## config.mk

```make
export PLATFORM = sky130hd
export DESIGN_NAME = sar_adc_sequencer
export DESIGN_NICKNAME = d
export VERILOG_FILES = /design/src/rtl/sar_adc_sequencer.sv
export SDC_FILE = /design/constraint.sdc
export NUM_CORES = 1
export LEC_CHECK = 0
export BUFFER_PORTS_ARGS = -buffer_cell sky130_fd_sc_hd__buf_4
export CORE_MARGIN = 4
export CORE_UTILIZATION = 45
export DETAILED_ROUTE_END_ITERATION = 6
export SKIP_CTS_REPAIR_TIMING = 1
export SLEW_MARGIN = 20
export SYNTH_ARGS = -nofsm -noshare
export SYNTH_HDL_FRONTEND = slang
export SYNTH_SLANG_ARGS = --single-unit
export TNS_END_PERCENT = 1
```

## constraint.sdc

```tcl
create_clock -name clk -period 10 [get_ports clk]
set_input_delay 1.5 -clock clk [delete_from_list [all_inputs] [get_ports clk]]
set_output_delay 1.5 -clock clk [all_outputs]
set_load 0.03 [all_outputs]
```

## src/rtl/sar_adc_sequencer.sv

```systemverilog
// rtl/sar_adc_sequencer.sv - periodic SAR ADC conversion sequencer with result FIFO
module sar_adc_sequencer #(
    parameter int BITS         = 8,
    parameter int TRACK_CYCLES = 4,
    parameter int TIMEOUT      = 16,
    parameter int FIFO_DEPTH   = 4
) (
    input  logic            clk,
    input  logic            rst_n,
    input  logic            enable,
    input  logic [15:0]     period,
    input  logic            clr_err,
    output logic            adc_rst_n,
    output logic            adc_start,
    input  logic            adc_out_valid,
    input  logic [BITS-1:0] adc_val,
    output logic [BITS-1:0] sample_data,
    output logic            sample_valid,
    input  logic            sample_ready,
    output logic            busy,
    output logic            overflow,
    output logic            timeout_err
);

    localparam int          AW          = (FIFO_DEPTH > 1) ? $clog2(FIFO_DEPTH) : 1;
    localparam logic [AW:0] FULL_CNT    = (AW+1)'(FIFO_DEPTH);
    localparam logic [15:0] FRAME_LEN   = 16'(TRACK_CYCLES + BITS + 5);
    localparam logic [15:0] TRACK_END   = 16'(TRACK_CYCLES);
    localparam logic [15:0] TIMEOUT_END = 16'(TRACK_CYCLES + TIMEOUT);

    typedef enum logic [2:0] {
        IDLE, ADC_RST, TRACK, START, WAIT, CAPTURE, HOLD
    } state_t;

    state_t          state;
    state_t          state_nxt;
    logic            tmo_hit;
    logic [15:0]     per_cnt;
    logic [BITS-1:0] cap_val;
    logic            hold_done;

    logic [BITS-1:0] mem [FIFO_DEPTH];
    logic [AW-1:0]   wr_ptr;
    logic [AW-1:0]   rd_ptr;
    logic [AW:0]     count;
    logic            push;
    logic            pop;
    logic            full;
    logic            accept;

    // per_cnt is zero in ADC_RST, so it also times TRACK and the WAIT timeout.
    assign hold_done = (period == 16'd0) || (period < FRAME_LEN) ||
                       (per_cnt >= period - 16'd1);

    always_comb begin
        state_nxt = state;
        tmo_hit   = 1'b0;
        case (state)
            IDLE:    if (enable) state_nxt = ADC_RST;
            ADC_RST: state_nxt = TRACK;
            TRACK:   if (per_cnt >= TRACK_END) state_nxt = START;
            START:   state_nxt = WAIT;
            WAIT: begin
                if (adc_out_valid) begin
                    state_nxt = CAPTURE;
                end else if (per_cnt >= TIMEOUT_END) begin
                    state_nxt = HOLD;
                    tmo_hit   = 1'b1;
                end
            end
            CAPTURE: state_nxt = HOLD;
            HOLD: begin
                if (!enable)        state_nxt = IDLE;
                else if (hold_done) state_nxt = ADC_RST;
            end
            default: state_nxt = IDLE;
        endcase
    end

    always_ff @(posedge clk) begin
        if (!rst_n) begin
            state       <= IDLE;
            adc_rst_n   <= 1'b0;
            adc_start   <= 1'b0;
            busy        <= 1'b0;
            per_cnt     <= 16'd0;
            cap_val     <= '0;
            timeout_err <= 1'b0;
        end else begin
            state     <= state_nxt;
            adc_rst_n <= !(state_nxt == IDLE || state_nxt == ADC_RST);
            adc_start <= (state_nxt == START);
            busy      <= (state_nxt != IDLE);
            if (state_nxt == ADC_RST)
                per_cnt <= 16'd0;
            else if (per_cnt != 16'hFFFF)
                per_cnt <= per_cnt + 16'd1;
            if (state == WAIT && adc_out_valid)
                cap_val <= adc_val;
            timeout_err <= tmo_hit | (timeout_err & ~clr_err);
        end
    end

    assign push         = (state == CAPTURE);
    assign sample_valid = (count != '0);
    assign pop          = sample_valid & sample_ready;
    assign full         = (count == FULL_CNT);
    // A pop in the same cycle frees the slot, so a push at full is still taken.
    assign accept       = push & (~full | pop);
    assign sample_data  = sample_valid ? mem[rd_ptr] : '0;

    always_ff @(posedge clk) begin
        if (accept)
            mem[wr_ptr] <= cap_val;
    end

    always_ff @(posedge clk) begin
        if (!rst_n) begin
            wr_ptr   <= '0;
            rd_ptr   <= '0;
            count    <= '0;
            overflow <= 1'b0;
        end else begin
            if (accept) wr_ptr <= wr_ptr + 1'b1;
            if (pop)    rd_ptr <= rd_ptr + 1'b1;
            case ({accept, pop})
                2'b10:   count <= count + 1'b1;
                2'b01:   count <= count - 1'b1;
                default: count <= count;
            endcase
            overflow <= (push & ~accept) | (overflow & ~clr_err);
        end
    end

endmodule

```

* Yosys cells after proc, flatten, opt, wreduce, memory -nomap -nowiden
Memory sizes are Yosys's and may differ from the RTL's. A register that Yosys moved wholly into a read port is not among the register bits.
Cells that the tools add are included.
** Cells by class
- $add $sub $neg :: 6
- $lt $le $gt $ge :: 4
- Eq/ne operators :: 12
- Muxes and demuxes :: 16
- Bitwise operators :: 12
- Reductions and logical operators :: 12
** Operators with widths (number)
- 3-bit case mux with 7 select lines :: 1
- 3-bit 2-to-1 mux :: 6
- 16-bit by 1-bit adder with 16-bit output (second input constant) :: 1
- 16-bit greater-or-equal comparator :: 1
- 16-bit by 3-bit greater-or-equal comparator with 1-bit output (second input constant) :: 1
- 16-bit by 5-bit greater-or-equal comparator with 1-bit output (second input constant) :: 1
- 16-bit zero test :: 1
- 16-bit by 5-bit less-than comparator with 1-bit output (second input constant) :: 1
- 16-bit != test (second input constant) :: 1
- 16-bit by 1-bit subtractor with 16-bit output (second input constant) :: 1
- 3-bit == test (second input constant) :: 4
- 3-bit by 2-bit == test with 1-bit output (second input constant) :: 3
- 8-bit 2-to-1 mux :: 1
- 3-bit by 1-bit == test with 1-bit output (second input constant) :: 2
- 3-bit zero test :: 2
- 3-bit case mux with 2 select lines :: 1
- 3-bit nonzero test :: 2
- 1-bit AND :: 5
- 1-bit 2-to-1 mux :: 5
- 2-bit by 1-bit adder with 2-bit output (second input constant) :: 2
- 2-bit 2-to-1 mux :: 2
- 1-bit inverter :: 4
- 3-bit by 1-bit adder with 3-bit output (second input constant) :: 1
- 1-bit logical OR :: 3
- 8 further kinds :: 10
** Storage, ports and cells
- Flip-flop bits (word level) :: 39
- Bits in writable memories :: 32
- Output and inout port bits :: 14
- Memories kept :: 1
** Memory list
- mem :: depth 4, bits a word 8, rd ports 1, clocked after Yosys merged registers in 1, write ports 1, line 42 : logic [BITS-1:0] mem [FIFO_DEPTH];

* Depth between registers and ports, before layout
- Word-level depth :: 9
- Depth in mapped cells :: 14
- Mapped depth without buffers :: 13

* Least setup slack after synthesis
OpenSTA, ideal clock, no wires.
- Path kind :: input to register
- Start :: input port period[0]
- End :: register per_cnt[10]
- Setup time :: 0.116 ns
- Arrival :: 4.487 ns
- Required time :: 9.884 ns
- Path slack :: 5.398 ns
- Stages on the path :: 13
- Path buffers :: 1
- Cell sequence :: inv_1 -> ha_1 -> or3b_4 -> or4_2 -> xor2_1 -> ha_1 -> nand2_1 -> nor2_1 -> o211ai_1 -> o41ai_1 -> o31a_4 -> buf_8 -> nor2_1
** Between the ends
- Cells in the longest elaborated chain, start to end :: 8
** Ends and longest elaborated chain
- start: declaration :: line 11 : input logic [15:0] period,
- 16-bit by 1-bit subtractor with 16-bit output (tied with other cells) :: line 53 : (per_cnt >= period - 16'd1);
- 16-bit greater-or-equal comparator or 1-bit logical OR (tied branches) :: line 53, 52
- 1-bit logical OR (*) :: line 52 : assign hold_done = (period == 16'd0) || (period < FRAME_LEN) ||
- 3-bit 2-to-1 mux (*) :: line 74 : else if (hold_done) state_nxt = ADC_RST;
- 3-bit 2-to-1 mux (*) :: line 73 : if (!enable) state_nxt = IDLE;
- 3-bit case mux with 7 select lines (*) :: line 58 : case (state)
- 3-bit by 1-bit == test with 1-bit output (*) :: line 94 : if (state_nxt == ADC_RST)
- 2-bit OR reduction (no line) (*)
- end signal: assignment :: line 97 : per_cnt <= per_cnt + 16'd1;
- end: declaration :: line 38 : logic [15:0] per_cnt;
Mark *: on every way between the ends. The rest lies on a longest branch, timed or not.
A chain may end at the register's enable or synchronous reset.

* Final worst setup path
- Start :: input port period[0]
- End :: register per_cnt[12]
The elaborated chain is that of the path after synthesis.

==> impl_summary.log <==
INFO  metric crit_end = per_cnt[12]
INFO  metric worstSetupPathType = in2reg
INFO  metric first_global_vias = 2627
INFO  metric worst_ep_arrival_time = 4.87 ns
INFO  metric gp_routability_congestion = 0.855
INFO  metric placedCellCount = approximately 500
INFO  metric synthCells = ~360
INFO  metric dr.pass1.iters = 4
INFO  metric switchingPower = 0.000134 W
INFO  metric fin_ws = roughly 5.4 ns
INFO  metric drive_gt1_share = 18.7%
INFO  metric sequential_power_share = 51.9%
INFO  metric crit_path_start = period[0]
INFO  metric routed_wire_length_per_instance = 14.9 um
INFO  metric period_minus_slack = 4.64 ns
INFO  metric synth_async_sr_flop_share = 0%
INFO  metric timing.critical_path.to_type = flip-flop
INFO  metric rr_worst_depth = 3
INFO  metric max_cap_viol_count = 0
INFO  metric critPathRequiredTime = roughly 10 ns
INFO  metric synth.distinct_cells = 54
INFO  metric drt.antenna.violating_nets = 0
INFO  metric sequential_fraction_of_the_synthesis_area = 46.0%
INFO  metric hold_viol_final = 0
INFO  metric layoutNonFillerInstCount = just over 500
INFO  metric synth.avg_cell_area = approximately 11 um^2
INFO  metric post-place-ws = 5.03 ns
INFO  metric synth_fp_nets = 415
INFO  metric grt-ovfl-total = 0
INFO  metric detailed_place_hpwl = 5.69 mm
INFO  metric die_x = 101 um
INFO  metric synth.area.top_cells = edfxtp_1 (25%), dfxtp_1 (21%), ha_1 (7.4%)
INFO  metric die_height = 101 um
INFO  metric final.period_utilization = a little under half
INFO  metric rr_endpoint = mem[0][0]
INFO  metric rsz0062_at_grt = false
INFO  metric synth_ff_type = dfxtp_1
INFO  metric synthToLayoutAreaGrowth = 15.4%
INFO  metric postLayoutCellArea = 4470 um^2
INFO  metric internal_power = about 0.00047 W
INFO  metric yosys.cell_count.top_type = dfxtp_1
INFO  metric place_area = 4250 um^2
INFO  metric min_path_type = reg2reg
INFO  metric share_comb_of_total_power = under 10%
INFO  metric cp_slowest_cell = o41ai_1
INFO  metric cts_tree = yes
INFO  metric grt_start_max_net_pins = 27
INFO  metric setup_tns = 0 ns
INFO  metric buffer_ports.inserted = 43
INFO  metric clock_latency_at_the_later_pin_of_the_worst_skew_pair = about 0.34 ns
INFO  metric cts_buffer_depth = 2
INFO  metric synth_top_area_share = about a quarter
INFO  metric final-max-slew-violation-count = 0
INFO  metric critical_path.max_stage_delay = 0.70 ns
INFO  metric cp_max_fo = 16
INFO  metric yosysTopAreaCell = edfxtp_1
INFO  metric globalRouteTotalUtil = about 16%
INFO  metric max_slew.worst_pin.slew = roughly 0.7 ns
INFO  metric synth_common_cells = dfxtp_1 (41), edfxtp_1 (32), nor2_1 (29), ha_1 (23)
INFO  metric critPathTopFamily = simple AND/OR/NAND/NOR gates
INFO  metric critPathBufInv = 2
INFO  metric achievable-frequency = 215 MHz
INFO  metric sw_frac_of_total = 22.1%
INFO  metric design.portCount = 44
INFO  metric core-area = 8300 um^2
INFO  metric post_synth_instance_area = 3870 um^2
INFO  metric cts-buffers-inserted = 9
INFO  metric floorplan.initialDensity = 46.6%
INFO  metric num_antenna_cells = 0
INFO  metric global_route_wire_length_before_repair = between 10 and 15 mm
INFO  metric h-tree-depth = 3
INFO  metric wirelength = 7.61 mm
INFO  metric postLayoutCoreUtil = 53.8%
INFO  metric timing.rr.start = state[2]
INFO  metric detail_route.vias_per_cell = 5.29
INFO  metric cp_cell_sequence = buf_4 > inv_1 > ha_1 > or3b_4 > or4_2 > xor2_1 > ha_1 > nand2_1 > nor2_1 > o211ai_1 > o41ai_1 > o31a_4 > nor2_1
INFO  metric number_of_antenna_violations_at_the_first_check_in_global_routing = 0
INFO  metric worst_hold_startpoint = timeout_err
INFO  metric run_status = finished, final reports clean
INFO  metric cts_root_buffer = clkbuf_8
INFO  metric final_net_count = 455
INFO  metric power-per-cell-area = 136 nW/um^2
INFO  metric worst_slew_margin_rel = 51.4%
INFO  metric synth_enable_flop_cells = 32
INFO  metric drt-initial-drc-count = 84
INFO  metric setup_violations = 0
INFO  metric timing.critical_path.from_type = input pin
INFO  metric num_rows = 33
INFO  metric reg2reg_setup_slack = 7.57 ns
INFO  metric routed-via-count = 2704
INFO  metric path_depth = 13
INFO  metric peakVddDrop = 0.0582 mV
INFO  metric power_leakage = 1.62 nW
INFO  metric drc = 0
INFO  metric finClkSkew = 0.00891 ns
INFO  metric dieArea = roughly 10000 um^2
INFO  metric synth_warnings = 0
INFO  metric ys_seq_elements = 73
INFO  metric clock_tree_sinks = between 70 and 80
INFO  metric cts_clock_pin_slew_for_the_worst_setup_and_hold_paths = around 0.070 ns
INFO  metric power.clock.fraction = about two fifths
power groups by stage:
stage / logic [W] / clock network, W / registers [W]
finish: 0.0000414 / 0.000250 / 0.000315
global route: 0.0000473 / 0.000271 / 0.000316
CTS: 0.0000419 / 0.000257 / 0.000315
detailed placement: 0.0000415 / 0 / 0.000322
global placement: 0.0000409 / 0 / 0.000322
floorplan: 0.0000254 / 0 / 0.000321
metal layers:
metal	GRT usage [%]	up-vias	part of all wire (%)
li1	-	1387	-
met1	19.2	1269	45
met2	27.7	39	51
met3	4.01	9	3.1
met4	4.46	0	1.3
met5	0	-	0
worst register-to-register path, stage by stage (launching register included):
cell,delay (ns)
dfxtp_1,0.71
nand3b_1,0.39
nor2_1,0.51
and2_1,0.47
flip-flops by register name, indices dropped and copies added (netlist names), named ones only:
register / cells
timeout_err: 1
adc_rst_n: 1
overflow: 1
busy: 1
wr_ptr: 2
cap_val: 8
per_cnt: 16
rd_ptr: 2
adc_start: 1
state: 3
count: 3
mem: 32
area by class of cell:
cell class / count / area [um^2]
clock buffers: 10 / 128
clock inverters: 6 / 90.1
fillers: 753 / 3830
inverters: 11 / 41.3
multi-input cells: 263 / 1970
flip-flops and latches: 73 / 1780
well taps: 105 / 131
repair buffers: 43 / 323
cells by family (layout without fill, tap and decap cells):
group | Yosys count | after routing | synth area share, %
buffers and inverters | 25 | 70 | 3.04
XOR/XNOR | 31 | 31 | 7.02
AO/OA/AOI/OAI | 50 | 50 | 8.70
adder cells (fa/ha/maj) | 24 | 24 | 7.95
AND/OR/NAND/NOR | 138 | 138 | 19.5
multiplexers | 20 | 20 | 7.79
flip-flops | 73 | 73 | 46.0
placed cells by master, fill, tap and decap left out, types with 2 or more instances in the layout:
master	n
a31oi_1	2
and2_1	19
buf_4	43
or3_1	4
nor3b_1	2
o21ai_0	12
a21oi_1	15
dfxtp_1	41
clkbuf_8	9
and4_1	3
nor2_1	29
o31ai_1	2
nor4b_1	2
mux2i_1	11
nand3b_1	2
o2111ai_1	2
xnor2_1	18
bufinv_16	2
nand2b_1	2
xor2_1	13
nand3_1	16
nor4_1	3
nand2_1	19
nor2b_1	11
nand4_1	4
inv_1	11
and3_1	4
mux4_2	8
o21a_1	2
nor3_1	9
a211oi_1	3
edfxtp_1	32
ha_1	23
o41ai_1	4
through the flow:
| stage | hold WS [ns] | power, W |
|---|---|---|
| finish | 0.523 | 0.000607 |
| global route | 0.534 | 0.000634 |
| CTS | 0.524 | 0.000614 |
| detailed placement | 0.505 | 0.000364 |
| global placement | 0.484 | 0.000363 |
| floorplan | 0.459 | 0.000346 |
how the worst min path moves through the flow:
stage	end	slack [ns]	cells after the start
floorplan	mem[0][0]	0.46	0
global placement	mem[2][0]	0.48	0
detailed placement	mem[0][1]	0.50	0
CTS	mem[2][0]	0.52	0
global route	mem[3][1]	0.53	0
finish	timeout_err	0.52	2
(Power assumes the default switching activity.)
